<file path="config.mk">
export PLATFORM = sky130hd
export DESIGN_NAME = pipe_ctrl_flat
export DESIGN_NICKNAME = d
export VERILOG_FILES = /design/src/rtl/pipe_ctrl_pkg.sv /design/src/rtl/pipe_ctrl_if.sv /design/src/rtl/pipe_ctrl_mc_seq.sv /design/src/rtl/pipe_ctrl.sv /design/src/flat_wrapper.sv
export SDC_FILE = /design/constraint.sdc
export NUM_CORES = 1
export LEC_CHECK = 0
export CORE_UTILIZATION = 49
export CTS_BUF_LIST = sky130_fd_sc_hd__clkbuf_8
export DETAILED_ROUTE_END_ITERATION = 8
export GPL_TIMING_DRIVEN = 0
export MAX_ROUTING_LAYER = met4
export PLACE_DENSITY = 0.79
export SYNTH_ARGS = -nofsm -noshare
export SYNTH_HDL_FRONTEND = slang
export SYNTH_SLANG_ARGS = --single-unit
</file>
<file path="constraint.sdc">
create_clock -name clk -period 3.12 [get_ports clk]
set_input_delay 0.624 -clock clk [delete_from_list [all_inputs] [get_ports clk]]
set_output_delay 0.624 -clock clk [all_outputs]
set_load 0.01 [all_outputs]
</file>
<file path="src/rtl/pipe_ctrl_pkg.sv">
// rtl/pipe_ctrl_pkg.sv - shared stage indices and sequencer state type for pipe_ctrl
// Purpose: stage numbering of the StallBus/FlushBus and the multi-cycle FSM state enum.
// Ports: none (package).
package pipe_ctrl_pkg;

  localparam int STAGE_PC  = 0;
  localparam int STAGE_IF  = 1;
  localparam int STAGE_ID  = 2;
  localparam int STAGE_EX  = 3;
  localparam int STAGE_MEM = 4;
  localparam int STAGE_WB  = 5;

  typedef enum logic {
    MC_IDLE = 1'b0,
    MC_BUSY = 1'b1
  } mc_state_t;

endpackage

</file>
<file path="src/rtl/pipe_ctrl_if.sv">
// rtl/pipe_ctrl_if.sv - stall/flush controller bus between the core stages and pipe_ctrl
// Purpose: bundles stall requests, multi-cycle op handshake, flush/redirect and perf/watchdog.
// Ports (master = core side, slave = pipe_ctrl):
//   stallreq, mc_start, mc_len, flush_req, flush_pc, perf_clr  master -> slave
//   mc_done, stall, flush, redirect_en, redirect_pc,
//   stall_cycles, hang                                         slave -> master
interface pipe_ctrl_if #(
  parameter int NSTAGE = 6,
  parameter int LEN_W  = 6,
  parameter int PC_W   = 32,
  parameter int PERF_W = 32
);
  logic [NSTAGE-1:0] stallreq;
  logic              mc_start;
  logic [LEN_W-1:0]  mc_len;
  logic              mc_done;
  logic              flush_req;
  logic [PC_W-1:0]   flush_pc;
  logic [NSTAGE-1:0] stall;
  logic [NSTAGE-1:0] flush;
  logic              redirect_en;
  logic [PC_W-1:0]   redirect_pc;
  logic              perf_clr;
  logic [PERF_W-1:0] stall_cycles;
  logic              hang;

  modport master (
    output stallreq, mc_start, mc_len, flush_req, flush_pc, perf_clr,
    input  mc_done, stall, flush, redirect_en, redirect_pc, stall_cycles, hang
  );

  modport slave (
    input  stallreq, mc_start, mc_len, flush_req, flush_pc, perf_clr,
    output mc_done, stall, flush, redirect_en, redirect_pc, stall_cycles, hang
  );
endinterface

</file>
<file path="src/rtl/pipe_ctrl_mc_seq.sv">
// rtl/pipe_ctrl_mc_seq.sv - EX multi-cycle op sequencer (IDLE/BUSY FSM with down-counter)
// Purpose: stalls EX for an op of mc_len cycles and pulses mc_done on its final cycle.
// Ports:
//   clk, rst            clock, async active-low reset
//   start, len          op start request and total EX occupancy in cycles
//   abort               flush in progress: drop any op, ignore start, no done
//   mc_stall, mc_done   EX stall request / final-cycle pulse (combinational)
module pipe_ctrl_mc_seq
  import pipe_ctrl_pkg::*;
#(
  parameter int LEN_W = 6
) (
  input  logic             clk,
  input  logic             rst,
  input  logic             start,
  input  logic [LEN_W-1:0] len,
  input  logic             abort,
  output logic             mc_stall,
  output logic             mc_done
);

  mc_state_t        state_q, state_d;
  logic [LEN_W-1:0] cnt_q, cnt_d;

  always_ff @(posedge clk or negedge rst) begin
    if (!rst) begin
      state_q <= MC_IDLE;
      cnt_q   <= '0;
    end else begin
      state_q <= state_d;
      cnt_q   <= cnt_d;
    end
  end

  // cnt holds the cycles left until (and including) the done cycle;
  // the done cycle is reached when it reads 1.
  always_comb begin
    state_d  = state_q;
    cnt_d    = cnt_q;
    mc_stall = 1'b0;
    mc_done  = 1'b0;
    case (state_q)
      MC_IDLE: begin
        if (start && !abort) begin
          if (len <= LEN_W'(1)) begin
            mc_done = 1'b1;
          end else begin
            mc_stall = 1'b1;
            cnt_d    = len - LEN_W'(1);
            state_d  = MC_BUSY;
          end
        end
      end
      MC_BUSY: begin
        if (abort) begin
          state_d = MC_IDLE;
        end else if (cnt_q == LEN_W'(1)) begin
          mc_done = 1'b1;
          state_d = MC_IDLE;
        end else begin
          mc_stall = 1'b1;
          cnt_d    = cnt_q - LEN_W'(1);
        end
      end
      default: state_d = MC_IDLE;
    endcase
  end

endmodule

</file>
<file path="src/rtl/pipe_ctrl.sv">
// rtl/pipe_ctrl.sv - pipeline stall/flush controller with perf counter and hang watchdog
// Purpose: merges stage stall requests into the StallBus, sequences EX multi-cycle ops,
//   issues registered flush/redirect, counts stalled cycles and flags long stalls.
// Ports:
//   clk   clock, rising edge
//   rst   asynchronous active-low reset
//   bus   pipe_ctrl_if slave modport (stall requests, mc handshake, flush, perf, hang)
module pipe_ctrl
  import pipe_ctrl_pkg::*;
#(
  parameter int NSTAGE    = 6,
  parameter int EX_IDX    = STAGE_EX,
  parameter int FLUSH_IDX = STAGE_MEM,
  parameter int LEN_W     = 6,
  parameter int PC_W      = 32,
  parameter int PERF_W    = 32,
  parameter int TIMEOUT   = 1024
) (
  input logic        clk,
  input logic        rst,
  pipe_ctrl_if.slave bus
);

  localparam int RUN_W = $clog2(TIMEOUT + 1);
  // Stages 1..FLUSH_IDX-1 are killed; the PC stage is reloaded via redirect instead.
  localparam logic [NSTAGE-1:0] FLUSH_MASK =
    ((NSTAGE'(1) << FLUSH_IDX) - NSTAGE'(1)) & ~NSTAGE'(1);

  logic              mc_stall, mc_done;
  logic              flush_q;
  logic [PC_W-1:0]   pc_q;
  logic [NSTAGE-1:0] req_eff, stall_int;
  logic [PERF_W-1:0] perf_q;
  logic [RUN_W-1:0]  run_q;
  logic              hang_q;

  pipe_ctrl_mc_seq #(.LEN_W(LEN_W)) u_mc_seq (
    .clk      (clk),
    .rst      (rst),
    .start    (bus.mc_start),
    .len      (bus.mc_len),
    .abort    (flush_q),
    .mc_stall (mc_stall),
    .mc_done  (mc_done)
  );

  // A stalled stage freezes every younger stage: stall[i] = OR of req_eff[NSTAGE-1:i].
  // The flush cycle overrides all stalls so the redirect can take effect.
  always_comb begin
    req_eff   = bus.stallreq | (NSTAGE'(mc_stall) << EX_IDX);
    stall_int = '0;
    for (int i = 0; i < NSTAGE; i++) begin
      stall_int[i] = |(req_eff >> i);
    end
    if (flush_q) begin
      stall_int = '0;
    end
  end

  always_ff @(posedge clk or negedge rst) begin
    if (!rst) begin
      flush_q <= 1'b0;
      pc_q    <= '0;
    end else begin
      flush_q <= bus.flush_req;
      if (bus.flush_req) begin
        pc_q <= bus.flush_pc;
      end
    end
  end

  always_ff @(posedge clk or negedge rst) begin
    if (!rst) begin
      perf_q <= '0;
    end else if (bus.perf_clr) begin
      perf_q <= '0;
    end else if (stall_int[0] && (perf_q != '1)) begin
      perf_q <= perf_q + PERF_W'(1);
    end
  end

  // hang is raised on the same edge the run count reaches TIMEOUT.
  always_ff @(posedge clk or negedge rst) begin
    if (!rst) begin
      run_q  <= '0;
      hang_q <= 1'b0;
    end else if (!stall_int[0] || flush_q) begin
      run_q <= '0;
    end else if (run_q != RUN_W'(TIMEOUT)) begin
      run_q <= run_q + RUN_W'(1);
      if (run_q == RUN_W'(TIMEOUT - 1)) begin
        hang_q <= 1'b1;
      end
    end
  end

  assign bus.stall        = stall_int;
  assign bus.flush        = flush_q ? FLUSH_MASK : '0;
  assign bus.redirect_en  = flush_q;
  assign bus.redirect_pc  = pc_q;
  assign bus.mc_done      = mc_done;
  assign bus.stall_cycles = perf_q;
  assign bus.hang         = hang_q;

endmodule
</file>
<file path="src/flat_wrapper.sv">
// flat-port wrapper written by rule: the top's interface ports become plain ports
module pipe_ctrl_flat import pipe_ctrl_pkg::*;
#(
  parameter int NSTAGE    = 6,
  parameter int EX_IDX    = STAGE_EX,
  parameter int FLUSH_IDX = STAGE_MEM,
  parameter int LEN_W     = 6,
  parameter int PC_W      = 32,
  parameter int PERF_W    = 32,
  parameter int TIMEOUT   = 1024
)
  (clk, rst, bus_stallreq, bus_mc_start, bus_mc_len, bus_flush_req, bus_flush_pc, bus_perf_clr, bus_mc_done, bus_stall, bus_flush, bus_redirect_en, bus_redirect_pc, bus_stall_cycles, bus_hang);
  pipe_ctrl_if #(.NSTAGE(NSTAGE), .LEN_W(LEN_W), .PC_W(PC_W), .PERF_W(PERF_W)) bus_i ();
  input logic clk;
  input logic rst;
  input wire logic [$bits(bus_i.stallreq)-1:0] bus_stallreq;
  input wire logic [$bits(bus_i.mc_start)-1:0] bus_mc_start;
  input wire logic [$bits(bus_i.mc_len)-1:0] bus_mc_len;
  input wire logic [$bits(bus_i.flush_req)-1:0] bus_flush_req;
  input wire logic [$bits(bus_i.flush_pc)-1:0] bus_flush_pc;
  input wire logic [$bits(bus_i.perf_clr)-1:0] bus_perf_clr;
  output wire logic [$bits(bus_i.mc_done)-1:0] bus_mc_done;
  output wire logic [$bits(bus_i.stall)-1:0] bus_stall;
  output wire logic [$bits(bus_i.flush)-1:0] bus_flush;
  output wire logic [$bits(bus_i.redirect_en)-1:0] bus_redirect_en;
  output wire logic [$bits(bus_i.redirect_pc)-1:0] bus_redirect_pc;
  output wire logic [$bits(bus_i.stall_cycles)-1:0] bus_stall_cycles;
  output wire logic [$bits(bus_i.hang)-1:0] bus_hang;
  assign bus_i.stallreq = bus_stallreq;
  assign bus_i.mc_start = bus_mc_start;
  assign bus_i.mc_len = bus_mc_len;
  assign bus_i.flush_req = bus_flush_req;
  assign bus_i.flush_pc = bus_flush_pc;
  assign bus_i.perf_clr = bus_perf_clr;
  assign bus_mc_done = bus_i.mc_done;
  assign bus_stall = bus_i.stall;
  assign bus_flush = bus_i.flush;
  assign bus_redirect_en = bus_i.redirect_en;
  assign bus_redirect_pc = bus_i.redirect_pc;
  assign bus_stall_cycles = bus_i.stall_cycles;
  assign bus_hang = bus_i.hang;
  pipe_ctrl #(.NSTAGE(NSTAGE), .EX_IDX(EX_IDX), .FLUSH_IDX(FLUSH_IDX), .LEN_W(LEN_W), .PC_W(PC_W), .PERF_W(PERF_W), .TIMEOUT(TIMEOUT)) u_core (.clk(clk), .rst(rst), .bus(bus_i));
endmodule
</file>
# Yosys cells after proc, flatten, opt, wreduce, memory -nomap -nowiden
# Index checks and enable logic that the tools add are counted.
# op_classes
eq_ne,8
bitwise,3
addsub,4
reduce_logical,14
n_lt_le_gt_ge,1
n_mux,21
# ops
cell,n
2-to-1 mux 32 bit,2
adder 32 x 1 -> 32 bit (second input constant),1
inequality test 32 bit (second input constant),1
2-to-1 mux 6 bit,5
2-to-1 mux 11 bit,2
case mux 6 bit (2 select lines),1
subtractor 6 x 1 -> 6 bit (second input constant),2
adder 11 x 1 -> 11 bit (second input constant),1
== test 11 x 10 -> 1 bit (second input constant),1
inequality test 11 bit (second input constant),1
2-to-1 mux 1 bit,8
inequality test 2 bit (second input constant),4
== test 6 x 1 -> 1 bit (second input constant),1
less-or-equal comparator 6 x 1 -> 1 bit (second input constant),1
bitwise OR 6 x 4 -> 6 bit,1
OR reduction 6 bit,1
OR reduction 5 bit,1
2-to-1 mux 4 bit,1
case mux 1 bit (2 select lines),2
AND reduction 4 bit,1
nonzero test 2 bit,2
OR reduction 4 bit,1
AND reduction 3 bit,1
OR reduction 3 bit,1
other kinds (5),8
# word_totals
register_bits,84
output_inout_bits,79

# Depth between registers and ports, before layout
# depth
depth_word,11
depth_mapped,9
mapped_depth_nobuf,8

# Cells and area by module
# Synthesis repeated with hierarchy kept, for this count alone.
# hier_totals
hier_cells,402
area_unflattened_um2,4441.8
# by_module_without_submodules
mod,seq_area_each_um2,area_each_um2,cells_each,instances
pipe_ctrl,1926.8,3842.4,337,1
pipe_ctrl_mc_seq,175.2,599.3,65,1

# Least setup slack after synthesis
# Ideal clock, no wire load.
# synth_path
path_type,input to output
from,input bus_mc_len[3]
to,output bus_stall[2]
slack_ns,0.844
arrival_time_ns,1.652
path_stages,4
required_time_ns,2.496
cell_sequence,or4_1 o21ai_1 and2_1 a21oi_1
# synth_via
elab_chain_cells,7
# synth_lines
element,line,source
start: declaration,flat_wrapper.sv:18,input wire logic [$bits(bus_i.mc_len)-1:0] bus_mc_len;
less-or-equal comparator 6 x 1 -> 1 bit,pipe_ctrl_mc_seq.sv:45,if (len <= LEN_W'(1)) begin
2-to-1 mux 1 bit,pipe_ctrl_mc_seq.sv:45,
2-to-1 mux 1 bit,pipe_ctrl_mc_seq.sv:44,if (start && !abort) begin
case mux 1 bit (2 select lines),pipe_ctrl_mc_seq.sv:42,case (state_q)
bitwise OR 6 x 4 -> 6 bit,pipe_ctrl.sv:50,req_eff = bus.stallreq | (NSTAGE'(mc_stall) << EX_IDX);
OR reduction 4 bit,pipe_ctrl.sv:53,stall_int[i] = |(req_eff >> i);
2-to-1 mux 6 bit,pipe_ctrl.sv:55,if (flush_q) begin
end: declaration,flat_wrapper.sv:23,output wire logic [$bits(bus_i.stall)-1:0] bus_stall;
# Every way passes these cells.

# Worst setup path in the final report
# layout_path
from,register u_core.u_mc_seq.cnt_q[1]
to,output bus_stall[2]
# layout_via
elab_chain_cells,7
# layout_lines
element,line,source
start: declaration,pipe_ctrl_mc_seq.sv:23,"logic [LEN_W-1:0] cnt_q, cnt_d;"
start signal: assignment,pipe_ctrl_mc_seq.sv:31,cnt_q <= cnt_d;
== test 6 x 1 -> 1 bit,pipe_ctrl_mc_seq.sv:57,end else if (cnt_q == LEN_W'(1)) begin
2-to-1 mux 1 bit,pipe_ctrl_mc_seq.sv:57,
2-to-1 mux 1 bit,pipe_ctrl_mc_seq.sv:55,if (abort) begin
case mux 1 bit (2 select lines),pipe_ctrl_mc_seq.sv:42,
bitwise OR 6 x 4 -> 6 bit,pipe_ctrl.sv:50,
OR reduction 4 bit,pipe_ctrl.sv:53,
2-to-1 mux 6 bit,pipe_ctrl.sv:55,
# Every way passes these cells.

==> flow_summary.ini <==
[status]
outcome = finished clean

[sta]
slew_violations = 0
whs_ps = 119
max_slew_margin = 0.625
fin_crit_ps = 2970
hold_violations = 0
setup_viol = 0
min_period_over_period = 0.952
skew_ps = 11.0
fmax_ghz = 0.337
worstMarginPinSlew_ps = 563
postLayoutSetupSlackWorst_ps = 150
fin_setup_tns_ps = 0
rsz0062_at_grt = false

[clock_network]
cts_buffers = 9
clk_pin_slew_ps = 90
cts_tree = done
clockBufferDepth = 2
clk_latency_ps = 350
htreeDepth = 3
cts_root_buf = clkbuf_8
cts_sinks = 84

[yosys]
synth_edf_count = 0
yosys_warnings = 0
synth-async-reset-ratio = 1.00
ys_seq_area_frac = 0.472
ys_ff_latch = 84
synth_area_per_cell_um2 = 10.2
netlist_area_mm2 = 0.00445
synth_cells = 436
synthDistinctLibCells = 54
synthFlopType = dfrtp_1

[die]
num_rows = 34
fp.dieArea_mm2 = 0.00947
boundaryPins = 128
start_util = 0.508
core_area_mm2 = 0.00876
die_h_um = 97.3
die_w_um = 97.3

[cells_and_area]
num-fill-cells = 670
final_common_cell = clkdlybuf4s50_1
final_util = 0.695
syn2layout_area_growth_pct = 36.8
antennaDiodeCount = 0
final_cell_mix = clkdlybuf4s50_1, dfrtp_1, mux2_2, nor2_1, nand2_1
finalInstanceArea_mm2 = 0.00609
final_cell_count_no_fill = 686
final_layout_size_suffix_gt1_frac = 0.170
final_nets = 630

[pwr]
ir_drop_v = 0.000234
power.leakage_nw = 2.52
total_power_mw = 2.54
pwr_density_cell_mw_per_mm2 = 417

[setup_path]
worst_path_largest_cell_delay_ps = 490
start_kind = flip-flop
arrival_ps = 2350
endpoint_kind = output port
critPathBufInv = 2
worstSetupPathType = flip-flop to output port
critPathTopFamily = simple AND/OR/NAND/NOR gates
setup.worst_path.start = u_core.u_mc_seq.cnt_q[1]
r2r-start = u_core.u_mc_seq.cnt_q[1]
crit_slowest_cell = or3b_2
critPathRequiredTime_ps = 2500
cp_max_fo = 3
cp_cell_sequence = inv_1, ha_1, or3b_2, a211oi_2, and2_1, a21oi_1, dlygate4sd2_1

[detailed_routing]
wirelength_mm = 11.1
viasPerCell = 5.70
drt_iter0_drc = 231
routed-via-count = 3911
routedWlPerCell_um = 16.2
drc = 0
detail_route.first_pass.iterations = 4
drt.antenna.violating_nets = 0

[global_routing]
grt_pass1_vias = 4054
grt_usage = 0.259
grt-ovfl-total = 0
grt_pass1_wl_mm = 19.4
grt_max_degree = 70
antenna_found_initial = 0

[placed_design]
port_buffers = 123
dp_cells = 670
dpl-instance-area_mm2 = 0.00585
place_congestion = 0.858
hpwl_mm = 8.09
dpl_worst_slack_ps = -274

[min_path]
worstHoldPathType = primary input to async pin

[flow_run]
maxCapViolCount = 0
-- Yosys cell counts (5+ instances only) --
| master | n | area share |
|---|---|---|
| or3_1 | 5 | 0.0070 |
| ha_1 | 7 | 0.020 |
| clkbuf_1 | 13 | 0.011 |
| nand2_1 | 28 | 0.024 |
| nor2_1 | 46 | 0.039 |
| nor3_1 | 7 | 0.0079 |
| or2_2 | 6 | 0.0084 |
| nand3_1 | 14 | 0.016 |
| mux2_2 | 46 | 0.12 |
| and3_1 | 5 | 0.0070 |
| nor2b_1 | 15 | 0.021 |
| inv_1 | 13 | 0.011 |
| nand4_1 | 9 | 0.013 |
| buf_2 | 7 | 0.0079 |
| nor4_1 | 15 | 0.021 |
| a21oi_1 | 16 | 0.018 |
| dfrtp_1 | 84 | 0.47 |
| or4_1 | 10 | 0.017 |
| o21ai_0 | 8 | 0.0090 |
| buf_4 | 6 | 0.010 |
| o31ai_1 | 7 | 0.012 |
| xor2_1 | 11 | 0.022 |
-- logic make-up (layout without fill, tap and decap cells) --
family / after synthesis / after routing / synth area share
muxes: 50 / 50 / 0.126
xor gates and xnor gates: 14 / 14 / 0.0275
buffers and inverters: 43 / 183 / 0.0450
AOI/OAI and AO/OA: 60 / 60 / 0.0922
adders and majority gates: 7 / 7 / 0.0197
DFF: 84 / 84 / 0.472
other: 1 / 3 / 0.000842
and+or+nand+nor: 177 / 177 / 0.216
-- power by group --
group,switching (mW),internal [mW],total [mW]
Sequential,0.0606,1.16,1.22
Combinational,0.200,0.246,0.446
Clock,0.401,0.473,0.874
Total,0.661,1.88,2.54
-- path summary, 6_finish.rpt --
path	end	slack, ps	depth (start not counted)
min reg2reg	u_core.bus.hang	500	2
max reg2reg	u_core.run_q[0]	520	9
max in group asynchronous	u_core.bus.stall_cycles[28]	2380	2
min	u_core.u_mc_seq.cnt_q[3]	120	1
max	bus_stall[2]	150	7
min in group clk	u_core.bus.hang	500	2
-- routing by layer --
layer | vias to the layer above | part of all wire | GRT usage
li1 | 1856 | - | -
met1 | 1883 | 0.44 | 0.348
met2 | 158 | 0.48 | 0.401
met3 | 14 | 0.064 | 0.0475
met4 | 0 | 0.014 | 0.0803
met5 | - | 0 | -
-- what timing repair did --
action / 4_1_cts / 5_1_grt
hold endpoints to repair: 0 / 0
setup buffers: 1 / 0
gates resized for setup: 8 / 5
setup endpoints to repair: 5 / 1
hold buffers: 0 / 0
pin swaps: 1 / 0
-- layout make-up --
cell class | instances | area [µm²] | area share
tap | 108 | 135 | 0.0222
clock inverter | 5 | 85.1 | 0.0140
clock buffer | 10 | 138 | 0.0226
sequential | 84 | 2100 | 0.345
timing repair buffer | 125 | 1260 | 0.207
multi-input combinational | 311 | 2170 | 0.357
buffer | 30 | 151 | 0.0249
inverter | 13 | 48.8 | 0.00801
-- state kept, by name, indices dropped and copies added (netlist names) --
register                 cells
u_core.bus.redirect_pc      32
u_core.bus.stall_cycles     32
u_core.run_q                11
u_core.u_mc_seq.cnt_q        6
u_core.bus.hang              1
u_core.bus.redirect_en       1
u_core.u_mc_seq.state_q      1
No activity file was read; power rests on OpenSTA's default activity.
